### config.mk
export PLATFORM = sky130hd
export DESIGN_NAME = decap_packet_stream_flat
export DESIGN_NICKNAME = d
export VERILOG_FILES = /design/src/rtl/decap_packet_stream_if.sv /design/src/rtl/decap_packet_stream.sv /design/src/flat_wrapper.sv
export SDC_FILE = /design/constraint.sdc
export NUM_CORES = 2
export LEC_CHECK = 0
export CORE_AREA = 2 2 448 450
export DETAILED_ROUTE_END_ITERATION = 8
export DIE_AREA = 0 0 450 452
export RECOVER_POWER = 25
export SETUP_SLACK_MARGIN = 0.2
export SYNTH_ARGS = -nofsm -noshare
export SYNTH_HDL_FRONTEND = slang
export SYNTH_SLANG_ARGS = --single-unit
### constraint.sdc
create_clock -name clk -period 3.2 [get_ports clk]
set_input_delay 0.64 -clock clk [delete_from_list [all_inputs] [get_ports clk]]
set_output_delay 0.64 -clock clk [all_outputs]
set_load 0.02 [all_outputs]
### src/rtl/decap_packet_stream_if.sv
// Valid/ready stream bundle used on both sides of the decapsulator.
// The producer drives data/valid and the consumer drives ready.
interface decap_packet_stream_if #(
    parameter int W = 64
);
    logic [W-1:0] data;
    logic         valid;
    logic         ready;

    modport master (output data, output valid, input ready);
    modport slave  (input data, input valid, output ready);
endinterface

### src/rtl/decap_packet_stream.sv
// Reassembles one {addr, data} DFX word from a stream of headered Aurora frames.
// Optional macro DECAP_SEQ_CHECK_EN enables sequence-number and final-frame padding checks.
module decap_packet_stream #(
    parameter int DATA_WIDTH        = 1024,
    parameter int ADDR_WIDTH        = 10,
    parameter int AURORA_DATA_WIDTH = 64,
    parameter int HDR_WIDTH         = 9,
    parameter int CNT_WIDTH         = 16
) (
    input  logic                  clk,
    input  logic                  rst_n,
    decap_packet_stream_if.slave  s,
    decap_packet_stream_if.master m,
    output logic                  done_decap_pkt,
    output logic                  err_pulse,
    output logic [1:0]            err_code,
    output logic [CNT_WIDTH-1:0]  pkt_cnt,
    output logic [CNT_WIDTH-1:0]  err_cnt
);
    localparam int DFX_W      = DATA_WIDTH + ADDR_WIDTH;
    localparam int PL_W       = AURORA_DATA_WIDTH - HDR_WIDTH;
    localparam int NUM_FRAMES = (DFX_W + PL_W - 1) / PL_W;
    localparam int LAST_W     = DFX_W - (NUM_FRAMES - 1) * PL_W;
    localparam int KW         = (NUM_FRAMES > 1) ? $clog2(NUM_FRAMES) : 1;
    localparam int SEQ_W      = HDR_WIDTH - 2;
    localparam logic [KW-1:0] LAST_K = KW'(NUM_FRAMES - 1);

    localparam logic [1:0] ERR_SHORT  = 2'b01;
    localparam logic [1:0] ERR_LONG   = 2'b10;
    localparam logic [1:0] ERR_NO_SOP = 2'b11;

    typedef enum logic [1:0] {IDLE, COLLECT, DROP, HOLD} state_t;

    state_t                 state_q, state_d;
    logic [KW-1:0]          k_q, k_d;
    logic [DFX_W-1:0]       asm_q;
    logic [DFX_W-1:0]       m_data_q;
    logic                   m_valid_q;
    logic                   done_q;
    logic                   err_pulse_q;
    logic [1:0]             err_code_q, err_code_d;
    logic [CNT_WIDTH-1:0]   pkt_cnt_q, err_cnt_q;

    logic                   xfer, sop, eop;
    logic [PL_W-1:0]        payload;
    logic                   wr_en;
    logic [KW-1:0]          wr_idx;
    logic [NUM_FRAMES-1:0]  slice_we;
    logic                   err_ev, load, deliver;
    logic                   seq_bad, pad_bad;

    assign s.ready = rst_n && (state_q != HOLD);
    assign xfer    = s.valid && s.ready;
    assign sop     = s.data[HDR_WIDTH-1];
    assign eop     = s.data[HDR_WIDTH-2];
    assign payload = s.data[AURORA_DATA_WIDTH-1:HDR_WIDTH];

`ifdef DECAP_SEQ_CHECK_EN
    logic [SEQ_W-1:0] seq, seq_exp;
    assign seq     = s.data[SEQ_W-1:0];
    // An SOP frame always opens at index 0, even when it restarts a packet.
    assign seq_exp = (state_q == COLLECT && !sop) ? SEQ_W'(k_q) : '0;
    assign seq_bad = (seq != seq_exp);
    if (LAST_W < PL_W) begin : g_pad
        assign pad_bad = (k_q == LAST_K) && (|payload[PL_W-1:LAST_W]);
    end else begin : g_nopad
        assign pad_bad = 1'b0;
    end
`else
    assign seq_bad = 1'b0;
    assign pad_bad = 1'b0;
`endif

    genvar gi;
    for (gi = 0; gi < NUM_FRAMES; gi++) begin : g_we
        assign slice_we[gi] = wr_en && (wr_idx == KW'(gi));
    end

    always_comb begin
        state_d    = state_q;
        k_d        = k_q;
        wr_en      = 1'b0;
        wr_idx     = k_q;
        err_ev     = 1'b0;
        err_code_d = err_code_q;
        load       = 1'b0;
        deliver    = 1'b0;
        case (state_q)
            IDLE: begin
                if (xfer) begin
                    if (!sop) begin
                        err_ev     = 1'b1;
                        err_code_d = ERR_NO_SOP;
                    end else if (eop) begin
                        err_ev     = 1'b1;
                        err_code_d = ERR_SHORT;
                    end else if (seq_bad) begin
                        err_ev     = 1'b1;
                        err_code_d = ERR_LONG;
                        state_d    = DROP;
                    end else begin
                        wr_en   = 1'b1;
                        wr_idx  = '0;
                        k_d     = KW'(1);
                        state_d = COLLECT;
                    end
                end
            end
            COLLECT: begin
                if (xfer) begin
                    if (sop) begin
                        err_ev     = 1'b1;
                        err_code_d = ERR_SHORT;
                        if (eop) begin
                            state_d = IDLE;
                        end else if (seq_bad) begin
                            state_d = DROP;
                        end else begin
                            wr_en  = 1'b1;
                            wr_idx = '0;
                            k_d    = KW'(1);
                        end
                    end else if (seq_bad || pad_bad) begin
                        err_ev     = 1'b1;
                        err_code_d = ERR_LONG;
                        state_d    = eop ? IDLE : DROP;
                    end else if (k_q == LAST_K) begin
                        if (eop) begin
                            wr_en   = 1'b1;
                            state_d = HOLD;
                        end else begin
                            err_ev     = 1'b1;
                            err_code_d = ERR_LONG;
                            state_d    = DROP;
                        end
                    end else if (eop) begin
                        err_ev     = 1'b1;
                        err_code_d = ERR_SHORT;
                        state_d    = IDLE;
                    end else begin
                        wr_en = 1'b1;
                        k_d   = k_q + KW'(1);
                    end
                end
            end
            DROP: begin
                if (xfer && eop) state_d = IDLE;
            end
            HOLD: begin
                // First HOLD cycle copies the assembly register into the output buffer.
                if (!m_valid_q) begin
                    load = 1'b1;
                end else if (m.ready) begin
                    deliver = 1'b1;
                    state_d = IDLE;
                end
            end
            default: state_d = IDLE;
        endcase
    end

    always_ff @(posedge clk) begin
        if (!rst_n) begin
            state_q     <= IDLE;
            k_q         <= '0;
            asm_q       <= '0;
            m_data_q    <= '0;
            m_valid_q   <= 1'b0;
            done_q      <= 1'b0;
            err_pulse_q <= 1'b0;
            err_code_q  <= 2'b00;
            pkt_cnt_q   <= '0;
            err_cnt_q   <= '0;
        end else begin
            state_q     <= state_d;
            k_q         <= k_d;
            done_q      <= load;
            err_pulse_q <= err_ev;
            if (err_ev) begin
                err_code_q <= err_code_d;
                if (~&err_cnt_q) err_cnt_q <= err_cnt_q + 1'b1;
            end
            if (load) begin
                m_data_q  <= asm_q;
                m_valid_q <= 1'b1;
            end else if (deliver) begin
                m_valid_q <= 1'b0;
            end
            if (deliver && ~&pkt_cnt_q) pkt_cnt_q <= pkt_cnt_q + 1'b1;
            for (int i = 0; i < NUM_FRAMES - 1; i++) begin
                if (slice_we[i]) asm_q[i*PL_W +: PL_W] <= payload;
            end
            // The final frame only contributes its low LAST_W payload bits.
            if (slice_we[NUM_FRAMES-1]) asm_q[DFX_W-1 -: LAST_W] <= payload[LAST_W-1:0];
        end
    end

    assign m.data         = m_data_q;
    assign m.valid        = m_valid_q;
    assign done_decap_pkt = done_q;
    assign err_pulse      = err_pulse_q;
    assign err_code       = err_code_q;
    assign pkt_cnt        = pkt_cnt_q;
    assign err_cnt        = err_cnt_q;
endmodule

### src/flat_wrapper.sv
// flat-port wrapper written by rule: the top's interface ports become plain ports
module decap_packet_stream_flat 
#(
    parameter int DATA_WIDTH        = 1024,
    parameter int ADDR_WIDTH        = 10,
    parameter int AURORA_DATA_WIDTH = 64,
    parameter int HDR_WIDTH         = 9,
    parameter int CNT_WIDTH         = 16
)
  (clk, rst_n, done_decap_pkt, err_pulse, err_code, pkt_cnt, err_cnt, s_data, s_valid, s_ready, m_data, m_valid, m_ready);
  decap_packet_stream_if #(.W((64))) s_i ();
  decap_packet_stream_if #(.W((1034))) m_i ();
  input  logic clk;
  input  logic rst_n;
  output logic done_decap_pkt;
  output logic err_pulse;
  output logic [1:0] err_code;
  output logic [CNT_WIDTH-1:0] pkt_cnt;
  output logic [CNT_WIDTH-1:0] err_cnt;
  input wire logic [$bits(s_i.data)-1:0] s_data;
  input wire logic [$bits(s_i.valid)-1:0] s_valid;
  output wire logic [$bits(s_i.ready)-1:0] s_ready;
  output wire logic [$bits(m_i.data)-1:0] m_data;
  output wire logic [$bits(m_i.valid)-1:0] m_valid;
  input wire logic [$bits(m_i.ready)-1:0] m_ready;
  assign s_i.data = s_data;
  assign s_i.valid = s_valid;
  assign s_ready = s_i.ready;
  assign m_data = m_i.data;
  assign m_valid = m_i.valid;
  assign m_i.ready = m_ready;
  decap_packet_stream #(.DATA_WIDTH(DATA_WIDTH), .ADDR_WIDTH(ADDR_WIDTH), .AURORA_DATA_WIDTH(AURORA_DATA_WIDTH), .HDR_WIDTH(HDR_WIDTH), .CNT_WIDTH(CNT_WIDTH)) u_core (.clk(clk), .rst_n(rst_n), .s(s_i), .m(m_i), .done_decap_pkt(done_decap_pkt), .err_pulse(err_pulse), .err_code(err_code), .pkt_cnt(pkt_cnt), .err_cnt(err_cnt));
endmodule
==> results.md <==
- Core footprint: 198,600 µm²
- Pwr Density: 568.5 nW/µm²
- Setup TNS: 0 ns
- Count leader, synth: nand2_1
- IO buf count: 1,132
- Min Hold Slack: 0.09193 ns
- Min Clock Period, post-route: 2.945 ns
- Worst-margin pin slew: 1.319 ns
- GP Congestion: 0.8635
- Final ANT Viol Nets: 0
- Initial detailed-routing violation count: 6,317
- Root Buffer: clkbuf_16
- Top-area cell type share of the netlist area: 57.45%
- Ratio of cells with drive above 1 in the final layout: 6.291%
- Endpoint type of the worst setup path: output pin
- Fin nets: 9,802
- Crit-path max cell delay: 0.68 ns
- Die width: 450 µm
- RSZ-0062 raised after global routing: false
- Final setup skew: 0.07384 ns
- Initial Util: 37.05%
- GR Overflow Total: 0
- Post-synthesis cell type count: 57
- Static leakage: 33.05 nW
- Total GRT Usage: 28.58%
- CP arrival: 2.31 ns
- Main area contributors after synthesis: dfxtp_1 (57%), nand2_1 (18%), a21oi_1 (10%)
- I/O pin count: 1,140
- Initial antenna violation count: 34
- Largest family of logic cells by synthesized area: simple AND/OR/NAND/NOR gates
- Fmax: 0.3395 GHz
- Worst-skew pair later-pin latency: 0.91 ns
- Yosys warnings: 0
- Top FF cell, synth: dfxtp_1
- CTS sink cnt: 2,112
- Tightest Hold Check Type: in2reg
- #FFs+latches synth: 2,112
- Sequential area share after synthesis: 57.45%
- Syn Area/Cell: 8.284 µm²
- Simple-Gate Fraction of Synth Area: 20.50%
- Cells after Synth: 8,885
- Worst path required time: 2.56 ns
- FP Rows: 164
- Pin count of the biggest net entering global routing: 200
- Synthesized area: 73,600 µm²
- CTS HTree Levels: 4
- Synth top cells by count: nand2_1 (3,490), dfxtp_1 (2,112), a21oi_1 (1,490)
- Synth Area in Adders: 0.06800%
- WL final: 305,200 µm
- XOR/XNOR Fraction of Synth Area: 0.1547%
- CTS tree: done
- Leading area contributor after synthesis: dfxtp_1
- Slew margin rel.: 12.08%
- Compound-Gate Fraction of Synth Area: 11.65%
- Post-synth EDFFs: 0
- Critical path fanouts, max: 17
- Final core utilization: 47.87%
- Tot Pwr: 54.06 mW
- Vias in the first global route: 60,560
- Drt wl/cell: 24.26 µm
- Final number of max-transition violations: 0
- Fin crit share: 92.05%
- Iteration count of the initial detailed-routing pass: 6
- Final HPWL DP: 205,400 µm
- Worst path slowest cell: clkdlybuf4s50_1
- Crit path kind: reg2out
- Die Span Y: 452 µm
- VDD IR max: 564.2 µV
- Post-synthesis mux area share: 5.998%
- Worst-path clk slew: 0.06 ns
- Final Hold Fails: 0
- CTS Buf Count: 214
- Die ar.: 203,400 µm²
- DR vias: 65,310
- Setup crit start kind: register
- Area Growth Syn to Fin: 29.19%
- Final setup vio count: 0
- Critical Path, Cell by Cell: a21oi_1 > clkdlybuf4s50_1
- Vias per std cell: 5.193
- Status: complete, no violations
- First-pass GRT wire length: 427,900 µm
- DRC errors left: 0
- Clock buffer depth: 3
- Max-Cap Viols: 0
- Post-Syn Nets: 8,957
- Async SR Flop Fraction: 0%
placed cells by master, fill, tap and decap left out, drive strengths merged, types with 4 or more instances in the layout:
| cell | netlist | layout |
|---|---|---|
| xor2 | 8 | 8 |
| nor4b | 5 | 5 |
| inv | 9 | 14 |
| diode | 0 | 19 |
| mux2i | 441 | 441 |
| nand3 | 118 | 118 |
| nand2b | 14 | 14 |
| o31ai | 4 | 4 |
| or4 | 6 | 6 |
| o211ai | 5 | 5 |
| nand2 | 3492 | 3492 |
| nand4 | 8 | 8 |
| o21ai | 177 | 177 |
| clkinv | 0 | 50 |
| bufinv | 0 | 22 |
| clkbuf | 528 | 331 |
| and3 | 6 | 6 |
| buf | 188 | 239 |
| nor2 | 192 | 192 |
| dfxtp | 2112 | 2112 |
| nor4 | 8 | 8 |
| nor2b | 8 | 8 |
| and2 | 5 | 5 |
| nor3 | 14 | 14 |
| ha | 4 | 4 |
| a21oi | 1490 | 1490 |
| xnor2 | 5 | 5 |
| clkdlybuf4s50 | 0 | 1083 |
cells by family (layout without fill, tap and decap cells):
family / count (synthesis) / in the layout
buf+inv: 725 / 1743
simple gates: 3896 / 3896
other cells: 0 / 19
mux: 441 / 441
xor+xnor: 13 / 13
compound gates: 1694 / 1694
flops: 2112 / 2112
fa+ha+maj: 4 / 4
worst paths after layout:
kind	start	endpoint	slack, ns	cells past startpoint
min reg2reg	u_core.asm_q[664]	u_core.m.data[664]	0.40	2
min	s_data[18]	u_core.asm_q[64]	0.09	3
max	u_core.state_q[1]	s_ready	0.25	2
max reg2reg	u_core.state_q[0]	u_core.asm_q[981]	0.31	8
registers in the layout, summed over array words and instances, names as in the netlist:
register,flops
u_core.state_q,2
u_core.m.data,1034
u_core.done_decap_pkt,1
u_core.err_code,2
u_core.k_q,5
u_core.err_pulse,1
u_core.asm_q,1034
u_core.pkt_cnt,16
u_core.err_cnt,16
u_core.m.valid,1
timing repair:
| action | CTS | global route |
|---|---|---|
| buffers inserted | 0 | 0 |
| hold endpoints to repair | 1 | 0 |
| hold buffers | 1 | 0 |
| gates resized for setup | 0 | 1 |
| setup endpoints to repair | 0 | 3 |
metal layers:
metal | vias up | GRT usage, % | share of wire [%]
li1 | 30470 | - | -
met1 | 31610 | 34.33 | 39
met4 | 2 | 19.41 | 7.5
met2 | 2589 | 47.00 | 47
met5 | - | 0 | 0.0023
met3 | 641 | 4.684 | 6.6
final cells by class:
type | instances | area [µm²]
antenna | 19 | 47.55
clock buffer | 310 | 6250
multi-input combinational | 6048 | 28360
sequential | 2112 | 42280
clock inverter | 79 | 1201
timing repair buffer | 1345 | 13580
inverter | 9 | 41.29
fill | 19000 | 103500
tap | 2656 | 3323
power breakdown:
part,switching [mW],internal (mW)
Combinational,1.19,0.187
Sequential,0.0166,26.3
Clock,11.0,15.4
Total,12.2,41.9
per-stage QoR:
stage	setup WS, ns	std cells	instance area, µm²
finish	0.2545	12580	95080
floorplan	0.9351	8885	73600
CTS	0.2467	12560	95310
detailed placement	0.08491	12170	87850
global route	0.1486	12560	95050
global placement	0.1362	12170	87850
worst max-delay path, delay by kind of cell, from the launching register on:
kind	cells	cell delay [ns]
flip-flops	1	0.66
buffers and inverters	1	0.68
AO/OA/AOI/OAI	1	0.12
Power figures use the tool's default switching activity.
